[src/rtl/fetch_stage_if.sv]
// Fetch-stage bus: hazard/redirect controls, instruction-memory port, IF/ID latch and perf counters.
// master = fetch_stage side, slave = surrounding pipeline/memory side.
interface fetch_stage_if #(
    parameter int unsigned INST_LEN = 32
);
    logic                freeze;
    logic                branch_taken;
    logic [INST_LEN-1:0] branch_addr;
    logic [INST_LEN-1:0] imem_addr;
    logic [INST_LEN-1:0] imem_data;
    logic [INST_LEN-1:0] pc;
    logic [INST_LEN-1:0] id_pc_plus4;
    logic [INST_LEN-1:0] id_instr;
    logic                id_valid;
    logic [31:0]         fetch_cnt;
    logic [31:0]         stall_cnt;
    logic [31:0]         flush_cnt;

    modport master (
        input  freeze, branch_taken, branch_addr, imem_data,
        output imem_addr, pc, id_pc_plus4, id_instr, id_valid,
        output fetch_cnt, stall_cnt, flush_cnt
    );

    modport slave (
        output freeze, branch_taken, branch_addr, imem_data,
        input  imem_addr, pc, id_pc_plus4, id_instr, id_valid,
        input  fetch_cnt, stall_cnt, flush_cnt
    );
endinterface

[src/rtl/fetch_stage.sv]
// IF stage: PC register, combinational instruction fetch and IF/ID pipeline latch.
// Define FETCH_PERF_CNT_EN to build the saturating fetch/stall/flush performance counters.
module fetch_stage #(
    parameter int unsigned INST_LEN = 32,
    parameter int unsigned MEM_SIZE = 1024,
    parameter logic [31:0] NOP_INST = 32'hE000_0000
) (
    input logic           clk,
    input logic           rst,
    fetch_stage_if.master bus
);
    localparam logic [INST_LEN-1:0] LastAddr = INST_LEN'(MEM_SIZE - 4);

    logic [INST_LEN-1:0] pc_q, pc_d;
    logic [INST_LEN-1:0] id_pc_plus4_q, id_pc_plus4_d;
    logic [INST_LEN-1:0] id_instr_q, id_instr_d;
    logic                id_valid_q, id_valid_d;
    logic [INST_LEN-1:0] pc_plus4;
    logic                in_range;
    logic                load;

    assign pc_plus4 = pc_q + INST_LEN'(4);
    assign in_range = (pc_q <= LastAddr);
    assign load     = !bus.branch_taken && !bus.freeze;

    always_comb begin
        pc_d          = pc_q;
        id_pc_plus4_d = id_pc_plus4_q;
        id_instr_d    = id_instr_q;
        id_valid_d    = id_valid_q;
        if (bus.branch_taken) begin
            // Redirect and flush win over a concurrent freeze.
            pc_d          = {bus.branch_addr[INST_LEN-1:2], 2'b00};
            id_pc_plus4_d = '0;
            id_instr_d    = NOP_INST;
            id_valid_d    = 1'b0;
        end else if (!bus.freeze) begin
            pc_d          = pc_plus4;
            id_pc_plus4_d = pc_plus4;
            id_instr_d    = in_range ? bus.imem_data : NOP_INST;
            id_valid_d    = in_range;
        end
    end

    always_ff @(posedge clk) begin
        if (rst) begin
            pc_q          <= '0;
            id_pc_plus4_q <= '0;
            id_instr_q    <= NOP_INST;
            id_valid_q    <= 1'b0;
        end else begin
            pc_q          <= pc_d;
            id_pc_plus4_q <= id_pc_plus4_d;
            id_instr_q    <= id_instr_d;
            id_valid_q    <= id_valid_d;
        end
    end

    assign bus.imem_addr   = pc_q;
    assign bus.pc          = pc_q;
    assign bus.id_pc_plus4 = id_pc_plus4_q;
    assign bus.id_instr    = id_instr_q;
    assign bus.id_valid    = id_valid_q;

`ifdef FETCH_PERF_CNT_EN
    logic [31:0] fetch_cnt_q, fetch_cnt_d;
    logic [31:0] stall_cnt_q, stall_cnt_d;
    logic [31:0] flush_cnt_q, flush_cnt_d;

    // Counters saturate at all-ones instead of wrapping.
    always_comb begin
        fetch_cnt_d = fetch_cnt_q;
        stall_cnt_d = stall_cnt_q;
        flush_cnt_d = flush_cnt_q;
        if (load && in_range && fetch_cnt_q != '1) fetch_cnt_d = fetch_cnt_q + 32'd1;
        if (bus.freeze && !bus.branch_taken && stall_cnt_q != '1) begin
            stall_cnt_d = stall_cnt_q + 32'd1;
        end
        if (bus.branch_taken && flush_cnt_q != '1) flush_cnt_d = flush_cnt_q + 32'd1;
    end

    always_ff @(posedge clk) begin
        if (rst) begin
            fetch_cnt_q <= '0;
            stall_cnt_q <= '0;
            flush_cnt_q <= '0;
        end else begin
            fetch_cnt_q <= fetch_cnt_d;
            stall_cnt_q <= stall_cnt_d;
            flush_cnt_q <= flush_cnt_d;
        end
    end

    assign bus.fetch_cnt = fetch_cnt_q;
    assign bus.stall_cnt = stall_cnt_q;
    assign bus.flush_cnt = flush_cnt_q;
`else
    assign bus.fetch_cnt = '0;
    assign bus.stall_cnt = '0;
    assign bus.flush_cnt = '0;
`endif
endmodule

[src/flat_wrapper.sv]
// flat-port wrapper written by rule: the top's interface ports become plain ports
module fetch_stage_flat 
#(
    parameter int unsigned INST_LEN = 32,
    parameter int unsigned MEM_SIZE = 1024,
    parameter logic [31:0] NOP_INST = 32'hE000_0000
)
  (clk, rst, bus_freeze, bus_branch_taken, bus_branch_addr, bus_imem_data, bus_imem_addr, bus_pc, bus_id_pc_plus4, bus_id_instr, bus_id_valid, bus_fetch_cnt, bus_stall_cnt, bus_flush_cnt);
  fetch_stage_if #(.INST_LEN(INST_LEN)) bus_i ();
  input logic clk;
  input logic rst;
  input wire logic [$bits(bus_i.freeze)-1:0] bus_freeze;
  input wire logic [$bits(bus_i.branch_taken)-1:0] bus_branch_taken;
  input wire logic [$bits(bus_i.branch_addr)-1:0] bus_branch_addr;
  input wire logic [$bits(bus_i.imem_data)-1:0] bus_imem_data;
  output wire logic [$bits(bus_i.imem_addr)-1:0] bus_imem_addr;
  output wire logic [$bits(bus_i.pc)-1:0] bus_pc;
  output wire logic [$bits(bus_i.id_pc_plus4)-1:0] bus_id_pc_plus4;
  output wire logic [$bits(bus_i.id_instr)-1:0] bus_id_instr;
  output wire logic [$bits(bus_i.id_valid)-1:0] bus_id_valid;
  output wire logic [$bits(bus_i.fetch_cnt)-1:0] bus_fetch_cnt;
  output wire logic [$bits(bus_i.stall_cnt)-1:0] bus_stall_cnt;
  output wire logic [$bits(bus_i.flush_cnt)-1:0] bus_flush_cnt;
  assign bus_i.freeze = bus_freeze;
  assign bus_i.branch_taken = bus_branch_taken;
  assign bus_i.branch_addr = bus_branch_addr;
  assign bus_i.imem_data = bus_imem_data;
  assign bus_imem_addr = bus_i.imem_addr;
  assign bus_pc = bus_i.pc;
  assign bus_id_pc_plus4 = bus_i.id_pc_plus4;
  assign bus_id_instr = bus_i.id_instr;
  assign bus_id_valid = bus_i.id_valid;
  assign bus_fetch_cnt = bus_i.fetch_cnt;
  assign bus_stall_cnt = bus_i.stall_cnt;
  assign bus_flush_cnt = bus_i.flush_cnt;
  fetch_stage #(.INST_LEN(INST_LEN), .MEM_SIZE(MEM_SIZE), .NOP_INST(NOP_INST)) u_core (.clk(clk), .rst(rst), .bus(bus_i));
endmodule
[config.mk]
export PLATFORM = sky130hd
export DESIGN_NAME = fetch_stage_flat
export DESIGN_NICKNAME = d
export VERILOG_FILES = /design/src/rtl/fetch_stage_if.sv /design/src/rtl/fetch_stage.sv /design/src/flat_wrapper.sv
export SDC_FILE = /design/constraint.sdc
export NUM_CORES = 1
export LEC_CHECK = 0
export CORE_UTILIZATION = 36
export DETAILED_ROUTE_END_ITERATION = 8
export PLACE_DENSITY = 0.85
export SLEW_MARGIN = 30
export SYNTH_ARGS = -nofsm -noshare
export SYNTH_HDL_FRONTEND = slang
export SYNTH_SLANG_ARGS = --single-unit
[constraint.sdc]
create_clock -name clk -period 1.8 [get_ports clk]
set_input_delay 0.45 -clock clk [delete_from_list [all_inputs] [get_ports clk]]
set_output_delay 0.45 -clock clk [all_outputs]
set_load 0.05 [all_outputs]
Yosys cells after proc, flatten, opt, wreduce, memory -nomap -nowiden
Cells that the tools add are included.
{ "word_totals": {"regBits": 97, "in_bits": 68, "out_inout_bits": 225, "elab_cells": 12} }
{ "op_classes": {"addsub": 1, "order_cmp": 1, "eq_ne": 1, "n_mux": 3, "reduce_logical": 1} }
{ "ops": {"columns": ["op", "n"], "rows": [
  ["two-way mux 32 bit", 3],
  ["adder 32 x 3 -> 32 bit, second input constant", 1],
  ["<= comparator 32 x 10 -> 1 bit, second input constant", 1],
  ["!= test 2 x 1 -> 1 bit, second input constant", 1],
  ["OR reduction 2 bit", 1]
]} }

Depth between registers and ports, before layout
Gate-level depths: netlist of the first run.
{ "depth": {"word_depth": 3, "mapped_depth": 7, "depth_no_buf": 6} }

Worst setup path after synthesis of the first run
Ideal clock, no wire load.
{ "synth_timing": {"path_kind": "register to register", "start": "reg u_core.pc_q[2], in the netlist u_core.bus.imem_addr[2]", "end": "reg u_core.pc_q[20], in the netlist u_core.bus.imem_addr[20]", "arrival_ns": 2.218, "required_ns": 1.680, "path_slack_ns": -0.538, "stages_incl_launch_ff": 7, "synth_period_minus_slack_ns": 2.338, "path_cell_list": "dfxtp_1 > ha_1 > nand3_2 > nor4_4 > nand4_2 > o21a_1 > o31a_1"} }
{ "synth_between": {"elab_chain_len": 3} }
{ "synth_rtl": {"columns": ["element", "line_no", "source"], "rows": [
  ["start: declaration", "fetch_stage.sv:14", "logic [INST_LEN-1:0] pc_q, pc_d;"],
  ["start signal: assignment", "fetch_stage.sv:52", "pc_q <= pc_d;"],
  ["adder 32 x 3 -> 32 bit", "fetch_stage.sv:22", "assign pc_plus4 = pc_q + INST_LEN'(4);"],
  ["two-way mux 32 bit", "fetch_stage.sv:37", "end else if (!bus.freeze) begin"],
  ["two-way mux 32 bit", "fetch_stage.sv:31", "if (bus.branch_taken) begin"]
]} }
No other way between the ends. The select of a mux whose other input is x is not followed.
A chain may end at the register's enable or synchronous reset.

Final worst setup path of the first run
{ "layout_timing": {"start": "reg u_core.pc_q[13], in the netlist u_core.bus.imem_addr[13]", "end": "reg u_core.id_pc_plus4_q[30], in the netlist u_core.bus.id_pc_plus4[30]"} }
{ "layout_between": {"elab_chain_len": 1} }
{ "layout_rtl": {"columns": ["element", "line_no", "source"], "rows": [
  ["adder 32 x 3 -> 32 bit", "fetch_stage.sv:22", null],
  ["end signal: assignment", "fetch_stage.sv:53", "id_pc_plus4_q <= id_pc_plus4_d;"],
  ["end: declaration", "fetch_stage.sv:15", "logic [INST_LEN-1:0] id_pc_plus4_q, id_pc_plus4_d;"]
]} }
No other way between the ends.

==> key figures, run 1 <==
Outcome
  – Status: finished clean

Routing
  – Starting DRT DRC Count: 300
  – 1st-pass router iterations: 4
  – Final WL: 15.4 mm
  – Drt wl/cell: around 15 um
  – Vias: around 5k
  – Antenna-violating nets left: 0
  – DR vias/cell: 4.79
  – Drt drc: 0

Global routing
  – First-pass GRT wire length: 24.2 mm
  – Vias in the first global route: 4,464
  – Largest net degree at the start of global routing: 56
  – Initial antenna violation count: 0
  – Total global-route track usage: between 10% and 20%
  – GRT Residual Overflow: 0

Synthesis
  – Post-synthesis sequential area ratio: 34.4%
  – Netlist cell types: 48
  – Mean Syn Cell Area: 8.43 um2
  – Post-synth EDFFs: 0
  – Synthesis Warnings: 0
  – Synth top area share: 34.4%
  – Synth area leaders: dfxtp_1, buf_4, xor2_1
  – Cells after synthesis: 642
  – Synth Cell Area: 0.00541 mm2
  – Yosys reg bits: 93
  – Fraction of registers with async set/reset: 0%
  – Main synth FF type: dfxtp_1
  – Yosys top cell by area: dfxtp_1

Timing
  – Unrepaired setup endpoints after global routing: yes
  – Fin. max-slew vios: 0
  – Finish-stage setup viols: 0
  – Final critical-path required period: 1730 ps
  – Period utilisation layout: 95.9%
  – Clock skew: 13.5 ps
  – Fin. Hold Viols: 0
  – Max Clk Rate: 579 MHz
  – Worst Setup Slack, final: 73.9 ps

Clock network
  – Max Root-Sink Buffers: 2
  – Htree depth: 3
  – Hold Buf Count CTS: 0
  – Skew-Pair Late Insertion Delay: 350 ps
  – Total CTS buffers: 9
  – CTS tree: yes
  – Clock-pin slew on the worst setup and hold paths: 80 ps
  – Root Buffer: clkbuf_16
  – Sink Count: 93

Pwr
  – P per Cell Area: ~770 mW/mm2
  – Peak supply drop: 0.000573 V
  – Leakage: 0.00329 uW

Layout
  – Final Core Density: 52.3%
  – Finished Cell Area: 0.00762 mm2
  – Layout fillers: 1,353
  – Antenna Cells: 0
  – Area Growth Syn to Fin: 40.9%
  – Most common cell after layout, fill and taps aside: buf_4
  – Nets: 900
  – Share of layout cells above drive strength 1: 30.7%
  – Most frequent cells in the layout: buf_4, conb_1, nor2_1, dfxtp_1, clkdlybuf4s50_1

Floorplanning
  – I/O pins: 293
  – Row cnt: 44
  – Die Area: 0.0155 mm2
  – Die width: 125 um
  – Die height: approximately 120 um
  – Initial Util: 37.1%
  – Core ar.: between 0.01 and 0.015 mm2

Place
  – Final HPWL DP: 11.8 mm
  – Pre-CTS WS: -100 ps
  – Gpl congestion: between 0.8 and 0.9
  – # port buffers: 188
  – Placed Instance Area: 0.00724 mm2

Worst setup path
  – Startpoint types: flip-flop
  – Crit Path Class: reg2reg
  – CP endpoint kind: flip-flop
  – CP Max Fanout: 5
  – Worst EP arrival: approximately 2000 ps
  – Required time of the critical path: between 2000 and 2500 ps
  – FF-to-FF path depth: 6

Hold path
  – Worst hold stages: 2
  – Worst Hold Class: reg2reg

Flow run
  – Max Cap Viol: 0
==> routing by layer <==
metal | routed length, um | GRT usage (%)
met4 | 312 | 6.24
met5 | 0 | 0
met1 | 6090 | 24.1
met3 | 1260 | 4.77
met2 | 7720 | 33.9
==> cell type report <==
| type | count | area [um2] | share of cell area, % |
|---|---|---|---|
| Timing Repair Buffer | 252 | 2400 | 31.5 |
| Clock buffer | 10 | 239 | 3.13 |
| Sequential cell | 93 | 1930 | 25.3 |
| Inverter | 8 | 30.0 | 0.394 |
| Tap cell | 184 | 230 | 3.02 |
| Clock inverter | 6 | 70.1 | 0.919 |
| Multi-Input combinational cell | 467 | 2720 | 35.7 |
==> synth_stat cells, types with 7 or more instances <==
cell,n
nand4_1,12
buf_6,7
nand3_1,15
nor3_1,12
a22oi_1,29
clkbuf_1,26
a211oi_1,11
dfxtp_1,93
buf_4,133
nor4_1,9
nand2_1,35
xor2_1,34
a21oi_1,39
xnor2_1,14
o21ai_0,22
nor2_1,75
==> final timing paths <==
path              slack, ps                        from                    endpoint
hold / removal          470  u_core.bus.id_pc_plus4[14]  u_core.bus.id_pc_plus4[14]
setup / recovery         70    u_core.bus.imem_addr[13]  u_core.bus.id_pc_plus4[30]
setup reg to reg         70    u_core.bus.imem_addr[13]  u_core.bus.id_pc_plus4[30]
hold reg to reg         470  u_core.bus.id_pc_plus4[14]  u_core.bus.id_pc_plus4[14]
==> per-stage QoR <==
| stage | TNS, ps | instances | hold WS (ps) | total power [uW] |
|---|---|---|---|---|
| after floorplan | -302 | 743 | 584 | 3620 |
| after global placement | -1660 | 999 | 454 | 3940 |
| after detailed placement | -2220 | 999 | 458 | 3950 |
| after CTS | 0 | 1015 | 477 | 5950 |
| after global routing | -36.5 | 1020 | 490 | 6170 |
| final | 0 | 1020 | 470 | 5900 |
==> worst max-delay path, stage by stage, from the launching register on <==
cell and delay [ps]:
dfxtp_4 390, nand4_4 110, buf_6 160, nor4_4 330, nand4_2 160, or3_1 330, a31oi_1 180
==> report_power, final <==
group	total, uW	internal [uW]	switching (uW)
sequential	2200	2120	77.4
combinational	1730	525	1200
clock	1980	1130	850
total	5900	3770	2130
==> flip-flops by register name, summed over array words and instances, names as in the netlist <==
name	cells
u_core.bus.imem_addr	30
u_core.bus.id_instr	32
u_core.bus.id_valid	1
u_core.bus.id_pc_plus4	30
==> repair_timing <==
item	CTS	global route
buffers inserted	0	5
setup endpoints to repair	2	38
resized for setup	1	5
pin swaps	1	7
==> logic make-up (layout without fill, tap and decap cells) <==
kind of cell,Yosys count,after routing,synth area share [%]
buf+inv,183,276,23.2
fa+ha+maj,1,1,0.231
flops,93,93,34.4
other cells,1,102,0.0693
mux,4,4,0.740
simple gates,195,195,19.7
compound gates,117,117,13.9
xor+xnor,48,48,7.77
(Power assumes the default switching activity.)
==> inputs of run 2 (changes only) <==
--- a/config.mk
+++ b/config.mk
@@ -5,6 +5,7 @@
 export SDC_FILE = /design/constraint.sdc
 export NUM_CORES = 1
 export LEC_CHECK = 0
+export CAP_MARGIN = 10
 export CORE_UTILIZATION = 36
 export DETAILED_ROUTE_END_ITERATION = 8
 export PLACE_DENSITY = 0.85
==> results of run 2 <==
Same layout as run 1: the final DEF is identical, and so are final timing and power.
